$ cat src/rtl/mult_div_unit.sv
// mult_div_unit: iterative multiply/divide unit owning the HI/LO registers.
// It runs MULT, MULTU, DIV and DIVU in 34 busy cycles and handles MTHI/MTLO writes.
// Ports:
//   clk, reset       rising-edge clock; synchronous, active-high reset
//   start, op        launch an operation (sampled in IDLE only);
//                    op = 00 MULT, 01 MULTU, 10 DIV, 11 DIVU
//   A, B             operands; A is also the MTHI/MTLO data source
//   mthi, mtlo       write A into HI / LO (honoured in IDLE only)
//   busy             an operation is in flight
//   done             one-cycle pulse when HI/LO hold a new result
//   div_by_zero      the last DIV/DIVU had B == 0
//   HI, LO           result registers, read by the write-back mux
module mult_div_unit #(
    parameter int WIDTH = 32,
    parameter int CNT_W = 5
) (
    input  logic             clk,
    input  logic             reset,
    input  logic             start,
    input  logic [1:0]       op,
    input  logic [WIDTH-1:0] A,
    input  logic [WIDTH-1:0] B,
    input  logic             mthi,
    input  logic             mtlo,
    output logic             busy,
    output logic             done,
    output logic             div_by_zero,
    output logic [WIDTH-1:0] HI,
    output logic [WIDTH-1:0] LO
);

    typedef enum logic [1:0] {
        S_IDLE = 2'd0,
        S_RUN  = 2'd1,
        S_FIX  = 2'd2
    } state_t;

    state_t               r_state;
    state_t               w_next;
    logic                 r_load;
    logic [CNT_W-1:0]     r_cnt;
    logic                 r_is_div;
    logic                 r_neg_q;
    logic                 r_neg_r;
    logic                 r_dz;
    logic                 r_done;
    logic                 r_dbz;
    logic [WIDTH-1:0]     r_a;
    logic [WIDTH-1:0]     r_b;
    logic [WIDTH-1:0]     r_hi;
    logic [WIDTH-1:0]     r_lo;
    logic [2*WIDTH-1:0]   r_acc;

    logic                 w_signed;
    logic [WIDTH-1:0]     w_a_mag;
    logic [WIDTH-1:0]     w_b_mag;
    logic [WIDTH:0]       w_mul_sum;
    logic [2*WIDTH-1:0]   w_mul_next;
    logic [WIDTH:0]       w_rs;
    logic [WIDTH:0]       w_diff;
    logic                 w_ge;
    logic [WIDTH-1:0]     w_rem_n;
    logic [2*WIDTH-1:0]   w_div_next;
    logic [2*WIDTH-1:0]   w_prod;
    logic [WIDTH-1:0]     w_q_raw;
    logic [WIDTH-1:0]     w_r_raw;
    logic [WIDTH-1:0]     w_quo;
    logic [WIDTH-1:0]     w_rem;

    // Unsigned ops use the raw operands; signed ops work on magnitudes.
    assign w_signed = ~op[0];
    assign w_a_mag  = (w_signed && A[WIDTH-1]) ? (-A) : A;
    assign w_b_mag  = (w_signed && B[WIDTH-1]) ? (-B) : B;

    // Multiply: acc = {partial, multiplier}; add multiplicand, shift right.
    assign w_mul_sum  = {1'b0, r_acc[2*WIDTH-1:WIDTH]}
                      + (r_acc[0] ? {1'b0, r_a} : {(WIDTH+1){1'b0}});
    assign w_mul_next = {w_mul_sum, r_acc[WIDTH-1:1]};

    // Divide: acc = {remainder, dividend/quotient}; restoring step.
    // The shifted remainder needs one extra bit before the compare.
    assign w_rs       = r_acc[2*WIDTH-1:WIDTH-1];
    assign w_ge       = (w_rs >= {1'b0, r_b});
    assign w_diff     = w_rs - {1'b0, r_b};
    assign w_rem_n    = w_ge ? w_diff[WIDTH-1:0] : w_rs[WIDTH-1:0];
    assign w_div_next = {w_rem_n, r_acc[WIDTH-2:0], w_ge};

    // Sign fix-up. With B == 0 the remainder ends up as |A|, so
    // re-applying A's sign returns the raw dividend.
    assign w_prod  = r_neg_q ? (-r_acc) : r_acc;
    assign w_q_raw = r_acc[WIDTH-1:0];
    assign w_r_raw = r_acc[2*WIDTH-1:WIDTH];
    assign w_quo   = r_neg_q ? (-w_q_raw) : w_q_raw;
    assign w_rem   = r_neg_r ? (-w_r_raw) : w_r_raw;

    always_ff @(posedge clk) begin
        if (reset) begin
            r_state <= S_IDLE;
        end else begin
            r_state <= w_next;
        end
    end

    always_comb begin
        w_next = r_state;
        case (r_state)
            S_IDLE: if (start) w_next = S_RUN;
            S_RUN: begin
                if (!r_load && (r_cnt == {CNT_W{1'b1}})) begin
                    w_next = S_FIX;
                end
            end
            S_FIX:   w_next = S_IDLE;
            default: w_next = S_IDLE;
        endcase
    end

    always_comb begin
        busy        = (r_state != S_IDLE);
        done        = r_done;
        div_by_zero = r_dbz;
        HI          = r_hi;
        LO          = r_lo;
    end

    // The first RUN edge loads the working register from the latched
    // operands; the next 2^CNT_W edges are the iterations proper.
    always_ff @(posedge clk) begin
        if (reset) begin
            r_load   <= 1'b0;
            r_cnt    <= '0;
            r_is_div <= 1'b0;
            r_neg_q  <= 1'b0;
            r_neg_r  <= 1'b0;
            r_dz     <= 1'b0;
            r_done   <= 1'b0;
            r_dbz    <= 1'b0;
            r_a      <= '0;
            r_b      <= '0;
            r_hi     <= '0;
            r_lo     <= '0;
            r_acc    <= '0;
        end else begin
            r_done <= 1'b0;
            case (r_state)
                S_IDLE: begin
                    if (start) begin
                        r_is_div <= op[1];
                        r_a      <= w_a_mag;
                        r_b      <= w_b_mag;
                        r_neg_q  <= w_signed & (A[WIDTH-1] ^ B[WIDTH-1]);
                        r_neg_r  <= w_signed & A[WIDTH-1];
                        r_dz     <= op[1] & (B == '0);
                        r_cnt    <= '0;
                        r_load   <= 1'b1;
                        r_dbz    <= 1'b0;
                    end else begin
                        if (mthi) r_hi <= A;
                        if (mtlo) r_lo <= A;
                    end
                end
                S_RUN: begin
                    if (r_load) begin
                        r_load <= 1'b0;
                        r_acc  <= {{WIDTH{1'b0}}, (r_is_div ? r_a : r_b)};
                    end else begin
                        r_cnt <= r_cnt + 1'b1;
                        r_acc <= r_is_div ? w_div_next : w_mul_next;
                    end
                end
                S_FIX: begin
                    r_done <= 1'b1;
                    if (r_is_div) begin
                        r_lo  <= r_dz ? {WIDTH{1'b1}} : w_quo;
                        r_hi  <= w_rem;
                        r_dbz <= r_dz;
                    end else begin
                        {r_hi, r_lo} <= w_prod;
                    end
                end
                default: ;
            endcase
        end
    end

endmodule

$ cat config.mk
export PLATFORM = sky130hd
export DESIGN_NAME = mult_div_unit
export DESIGN_NICKNAME = d
export VERILOG_FILES = /design/src/rtl/mult_div_unit.sv
export SDC_FILE = /design/constraint.sdc
export NUM_CORES = 1
export LEC_CHECK = 0
export CORE_UTILIZATION = 35
export DETAILED_ROUTE_END_ITERATION = 10
export RECOVER_POWER = 50
export SYNTH_ARGS = -nofsm -noshare
export SYNTH_HDL_FRONTEND = slang
export SYNTH_SLANG_ARGS = --single-unit
$ cat constraint.sdc
create_clock -name clk -period 9.4 [get_ports clk]
set_input_delay 2.35 -clock clk [delete_from_list [all_inputs] [get_ports clk]]
set_output_delay 2.35 -clock clk [all_outputs]
set_load 0.02 [all_outputs]
==> results of run 1 <==
cell usage after synthesis, drive strengths merged, types with 17 or more instances:
cell type,number
and2,39
a211oi,60
nor3,77
dfxtp,206
clkbuf,119
ha,70
a21oi,168
mux2i,32
or3,34
a21o,23
xor2,48
nand3,40
o21ai,122
nand4,21
o31ai,24
nor2,235
nand2b,17
nor4,28
a22oi,17
inv,62
o221ai,33
xnor2,101
nand2,188
mux4,31
buf,22
final cells by class:
type	count	area, µm²	area share
multi-input cells	1619	10700	0.589
flip-flops and latches	206	4130	0.226
well taps	592	741	0.0406
clock buffers	38	766	0.0420
clock inverters	9	136	0.00748
inverters	63	236	0.0130
repair buffers	155	1490	0.0819
diodes	2	5.00	0.000274
how the worst min path moves through the flow:
stage	end	slack (ns)	cells after the start	startpoint
2_1_floorplan	r_a[20]$_SDFFE_PP0P_	0.44	2	r_a[20]$_SDFFE_PP0P_
6_report	LO[11]$_SDFFE_PP0P_	0.45	2	LO[11]$_SDFFE_PP0P_
3_3_place_gp	HI[10]$_SDFFE_PP0P_	0.44	2	HI[10]$_SDFFE_PP0P_
5_1_grt	HI[26]$_SDFFE_PP0P_	0.47	2	HI[26]$_SDFFE_PP0P_
3_5_place_dp	LO[16]$_SDFFE_PP0P_	0.44	2	LO[16]$_SDFFE_PP0P_
4_1_cts	LO[16]$_SDFFE_PP0P_	0.45	2	LO[16]$_SDFFE_PP0P_
sequential cells by signal (all words and copies together), names as in the netlist, 2 cells and up:
name / count
r_acc: 64
HI: 32
r_b: 32
r_cnt: 5
r_a: 32
LO: 32
r_state: 2
power by group:
part	switching, mW	internal (mW)
Sequential	0.0840	0.928
Clock	0.407	0.645
Combinational	0.374	0.248
Total	0.865	1.82
cell usage in the layout, fill, tap and decap left out, types with 11 or more instances in the layout:
cell type / instances
inv_1: 62
dfxtp_1: 205
a21o_1: 23
nand2_1: 188
clkdlybuf4s50_1: 70
a311oi_1: 16
nor2_1: 232
o31ai_1: 24
nand3_1: 39
nor3_1: 75
o221ai_1: 33
nor4_1: 21
mux4_2: 31
ha_1: 70
nor2b_1: 12
a211oi_1: 60
xor2_1: 48
and2_1: 39
a22oi_1: 17
clkbuf_16: 26
dlygate4sd3_1: 66
o41ai_1: 11
or3_1: 33
and3_1: 16
o211ai_1: 13
xnor2_1: 101
nand2b_1: 17
o21a_1: 13
nand4_1: 21
buf_4: 16
a21oi_1: 165
mux2i_1: 32
o21ai_0: 117
a31oi_1: 16
worst max-delay path, delay by kind of cell:
kind            cells  cell delay (ns)
compound gates      3             0.55
buf+inv             2             3.32
simple gates        3             0.93
routing by layer:
layer	global-route usage	share of wire	up-vias
met5	0	0	-
met4	0.0815	0.030	0
met3	0.0305	0.070	92
met2	0.426	0.46	638
met1	0.356	0.44	7646
li1	-	-	7536
kinds of logic (layout without fill, tap and decap cells):
| family | Yosys count | in the layout | synth area share |
|---|---|---|---|
| AOI/OAI and AO/OA | 588 | 588 | 0.246 |
| xor gates and xnor gates | 149 | 149 | 0.0833 |
| adders and majority gates | 72 | 72 | 0.0585 |
| buffers and inverters | 204 | 265 | 0.0526 |
| DFF | 206 | 206 | 0.263 |
| muxes | 63 | 63 | 0.0650 |
| other | 0 | 2 | 0 |
| and+or+nand+nor | 747 | 747 | 0.231 |
metrics by stage:
stage / cells / worst slack [ns]
6_report: 2684 / 2.57
2_1_floorplan: 2029 / 4.73
3_3_place_gp: 2635 / 4.07
4_1_cts: 2682 / 4.60
3_5_place_dp: 2635 / 4.02
5_1_grt: 2683 / 2.35
==> results.toml, run 1 <==
[timing]
skew_ns = 0.0185
fin_crit_ns = 6.83
max_slew_margin = -1.72
rsz0062_at_grt = "false"
max_freq_mhz = 146
setup_viol = 0
tightest_slew_ns = 4.08
fin_tns_setup_ns = 0
drv_slew = 82
period_share = 0.726
holdWs_ns = 0.449
hold_viol = 0

[clock_network]
numCtsBuffers = 26
cts_buffer_depth = 3
cts_setup_buffers = 0
insertion_delay_ns = 0.56
cts_sinks = 206
htree_levels = 1
cts.clk_slew.worst_paths_ns = 0.06
post_cts_resized = 0
root_buffer = "clkbuf_16"
cts_tree = "built"
cts-hold-fix-buffers = 0

[power_and_ir_drop]
vdd.ir_drop.worst_v = 0.000135
total_power_mw = 2.68
leakage_nw = 6.95
p_per_area_nw_per_um2 = 147

[logic_synthesis]
synth_cell_types = 84
async_flop_share = 0
syn-cell-area_um2 = 15700
ys_seq_area_frac = 0.263
synth_top_area_share = 0.263
yosysTopAreaCell = "dfxtp_1"
syn_inst = 2029
synthTopCellsByArea = "dfxtp_1 (26%), xnor2_1 (5.6%), nor2_1 (5.6%)"
synth_edf_count = 0
synth_fp_nets = 2172
yosysWarnings = 0
syn_avg_cell_area_um2 = 7.72
synth_seq_cells = 206
ys.flop_type = "dfxtp_1"

[global_route]
grt_pass1_wl_um = 90100
grt.overflow.total = 0
antenna_found_initial = 1
grt_pass1_vias = 14600
grt_max_degree = 87
grt.total_usage = 0.260

[drt]
initialDrtViolationCount = 1505
ant_nets = 0
drt-total-wl_um = 61200
dr.pass1.iters = 6
num_vias = 15900
wire_per_inst_um = 22.8
drc = 0
vias_per_cell = 5.93

[place]
gp_congestion = 0.969
io_buffers = 137
place.detailed.hpwl_um = 47800
placed_cell_area_um2 = 17300

[critical_path]
critPathKind = "primary input to register"
crit_path_max_fanout = 81
critPathLaunch = "reset"
crit_top_cell = "clkbuf_1"
rrSetupSlack_ns = 5.25
slowest_delay_ns = 2.82
r2r-start = "r_acc[0]$_SDFFE_PP0P_"
crit_chain = "clkbuf_1 > or3_1 > nor2_1 > clkbuf_1 > nand4_1 > o311ai_0 > a311oi_1 > o31ai_1"
endpoint_kind = "register"
endpoint = "r_acc[57]$_SDFFE_PP0P_"
r2r.worst_path.cells = 11
required_ns = 9.79
arrival_ns = 7.22
start_kind = "primary input"
slowest_stage = "clkbuf_1"
rr_endpoint = "r_acc[54]$_SDFFE_PP0P_"

[final_layout]
final_core_util = 0.412
nFillCells = 4490
area.growth.synth_to_final_pct = 16.4
drive_above_1_share = 0.0636
stdcell_area_um2 = 18200
nNetsFinal = 2214

[flow_run]
maxCapViolCount = 1

[floorplan]
die_w_um = 214
rows = 77
start_util = 0.354
core-area_um2 = 44200
dieArea_um2 = 45600
die_y_um = 214
ios = 138

[run_status]
violations = "max-capacitance violations, max-slew violations"
status = "finished, violations left"

[min_path]
hp-class = "register to register"
(Power assumes the default switching activity.)
==> run 2, diff against run 1 <==
==> constraint.sdc (replaced) <==
create_clock -name clk -period 6 [get_ports clk]
set_input_delay 1.5 -clock clk [delete_from_list [all_inputs] [get_ports clk]]
set_output_delay 1.5 -clock clk [all_outputs]
set_load 0.02 [all_outputs]
==> run 2 against run 1 <==
Net effect: the flow still finishes with violations (max-capacitance violations, max-slew violations); flip-flop and latch count unchanged; register-to-register slack got worse by 3.3 ns; utilization decreased by 0.10 points; clock skew decreased by 0.00069 ns; hold slack got worse by 0.00052 ns; non-clock buffer count increased by 5; combinational power increased by 57%; worst setup slack got worse by 1.2 ns; sequential power increased by 56%; via count decreased by 0.36%; first-iteration DRC count decreased by 10%; critical endpoint is now HI[10]$_SDFFE_PP0P_.
==> results.toml, run 2 (synthesized netlist as in run 1, its figures left out) <==
[floorplan]
dieArea_um2 = 45600
core-area_um2 = 44200
die_w_um = 214
die_y_um = 214
start_util = 0.354
rows = 77
ios = 138

[final_layout]
antennaDiodeCount = 0
regMostFlops = "r_acc"
drive_above_1_share = 0.0645
final_core_util = 0.411
stdcell_area_um2 = 18200
largest_reg_flops = 64
layout_commonest_cell = "nor2_1"
final_cell_mix = "nor2_1 (233), dfxtp_1 (205), nand2_1 (188)"
area.growth.synth_to_final_pct = 16.1
nFillCells = 4515
fin_cells = 2684
nNetsFinal = 2218

[clock_network]
post_cts_resized = 0
cts-hold-fix-buffers = 0
numCtsBuffers = 25
cts_setup_buffers = 0
htree_levels = 1
cts_sinks = 206
cts_tree = "built"
cts_buffer_depth = 3
insertion_delay_ns = 0.56
root_buffer = "clkbuf_16"
cts.clk_slew.worst_paths_ns = 0.06

[place]
pre_cts_ws_ns = 1.43
placed_cell_area_um2 = 17400
gp_congestion = 0.995
place.detailed.hpwl_um = 48200
dp_cells = 2640
io_buffers = 137

[critical_path]
arrival_ns = 5.10
crit_path_max_fanout = 85
crit_chain = "clkbuf_1 > buf_4 > nor2_1 > clkbuf_1 > o21ai_0 > o21ai_1"
required_ns = 6.43
crit_top_cell = "clkbuf_1"
endpoint_kind = "register"
slowest_stage = "clkbuf_1"
critPathKind = "primary input to register"
slowest_delay_ns = 1.65
start_kind = "primary input"

[timing]
period_share = 0.779
skew_ns = 0.0178
tightest_slew_ns = 2.38
max_freq_mhz = 214
setup_viol = 0
fin_crit_ns = 4.67
rsz0062_at_grt = "false"
hold_viol = 0
setup_ws_ns = 1.33
max_slew_margin = -0.584
holdWs_ns = 0.449
drv_slew = 44
fin_tns_setup_ns = 0

[drt]
initialDrtViolationCount = 1353
wire_per_inst_um = 22.9
vias_per_cell = 5.91
drc = 0
ant_nets = 0
num_vias = 15900
dr.pass1.iters = 7
drt-total-wl_um = 61500

[run_status]
violations = "max-capacitance violations, max-slew violations"
status = "finished, violations left"

[flow_run]
maxCapViolCount = 1

[power_and_ir_drop]
leakage_nw = 6.95
vdd.ir_drop.worst_v = 0.000199
total_power_mw = 4.13
p_per_area_nw_per_um2 = 227

[global_route]
grt_pass1_vias = 14600
grt.overflow.total = 0
antenna_found_initial = 1
grt_pass1_wl_um = 91500
grt.total_usage = 0.265
grt_max_degree = 86

[min_path]
hp-class = "register to register"
run 2: cell types whose count changed in the layout (fill, tap and decap cells not counted), sizes merged:
cell,delta
buf,+6
clkbuf,-5
diode,-2
inv,+2
bufinv,-1
clkdlybuf4s50,-1
clkinv,+1
clkinvlp,-1
dlygate4sd3,+1
run 2: final timing paths:
path | cells past startpoint | startpoint | endpoint | slack, ns
hold / removal | 2 | LO[8]$_SDFFE_PP0P_ | LO[8]$_SDFFE_PP0P_ | 0.45
setup reg to reg | 10 | r_acc[0]$_SDFFE_PP0P_ | HI[2]$_SDFFE_PP0P_ | 1.92
hold reg to reg | 2 | LO[8]$_SDFFE_PP0P_ | LO[8]$_SDFFE_PP0P_ | 0.45
setup / recovery | 6 | reset | HI[10]$_SDFFE_PP0P_ | 1.33
run 2: report_power, final:
part           internal (mW)  switching (mW)
combinational          0.389           0.586
clock                  0.917           0.650
sequential              1.45           0.132
total                   2.76            1.37
run 2: critical path: cells and delay by family:
| kind | cells | cell delay [ns] |
|---|---|---|
| compound gates | 2 | 0.45 |
| buf+inv | 3 | 2.95 |
| simple gates | 1 | 0.16 |
run 2: metal layers:
| layer | up-vias | part of all wire | wire [µm] | GRT usage |
|---|---|---|---|---|
| met1 | 7590 | 0.45 | 27600 | 0.369 |
| met4 | 2 | 0.031 | 1880 | 0.0778 |
| li1 | 7531 | - | - | - |
| met3 | 97 | 0.069 | 4230 | 0.0272 |
| met5 | - | 0.00020 | 12 | 0 |
| met2 | 634 | 0.45 | 27700 | 0.430 |
run 2: area by class of cell:
class / instances / area, µm² / share of cell area
Clock inverter: 10 / 121 / 0.00667
Clock buffer: 34 / 709 / 0.0390
Timing Repair Buffer: 160 / 1530 / 0.0843
Tap cell: 592 / 741 / 0.0407
Multi-Input combinational cell: 1619 / 10700 / 0.589
Sequential cell: 206 / 4130 / 0.227
Inverter: 63 / 236 / 0.0130
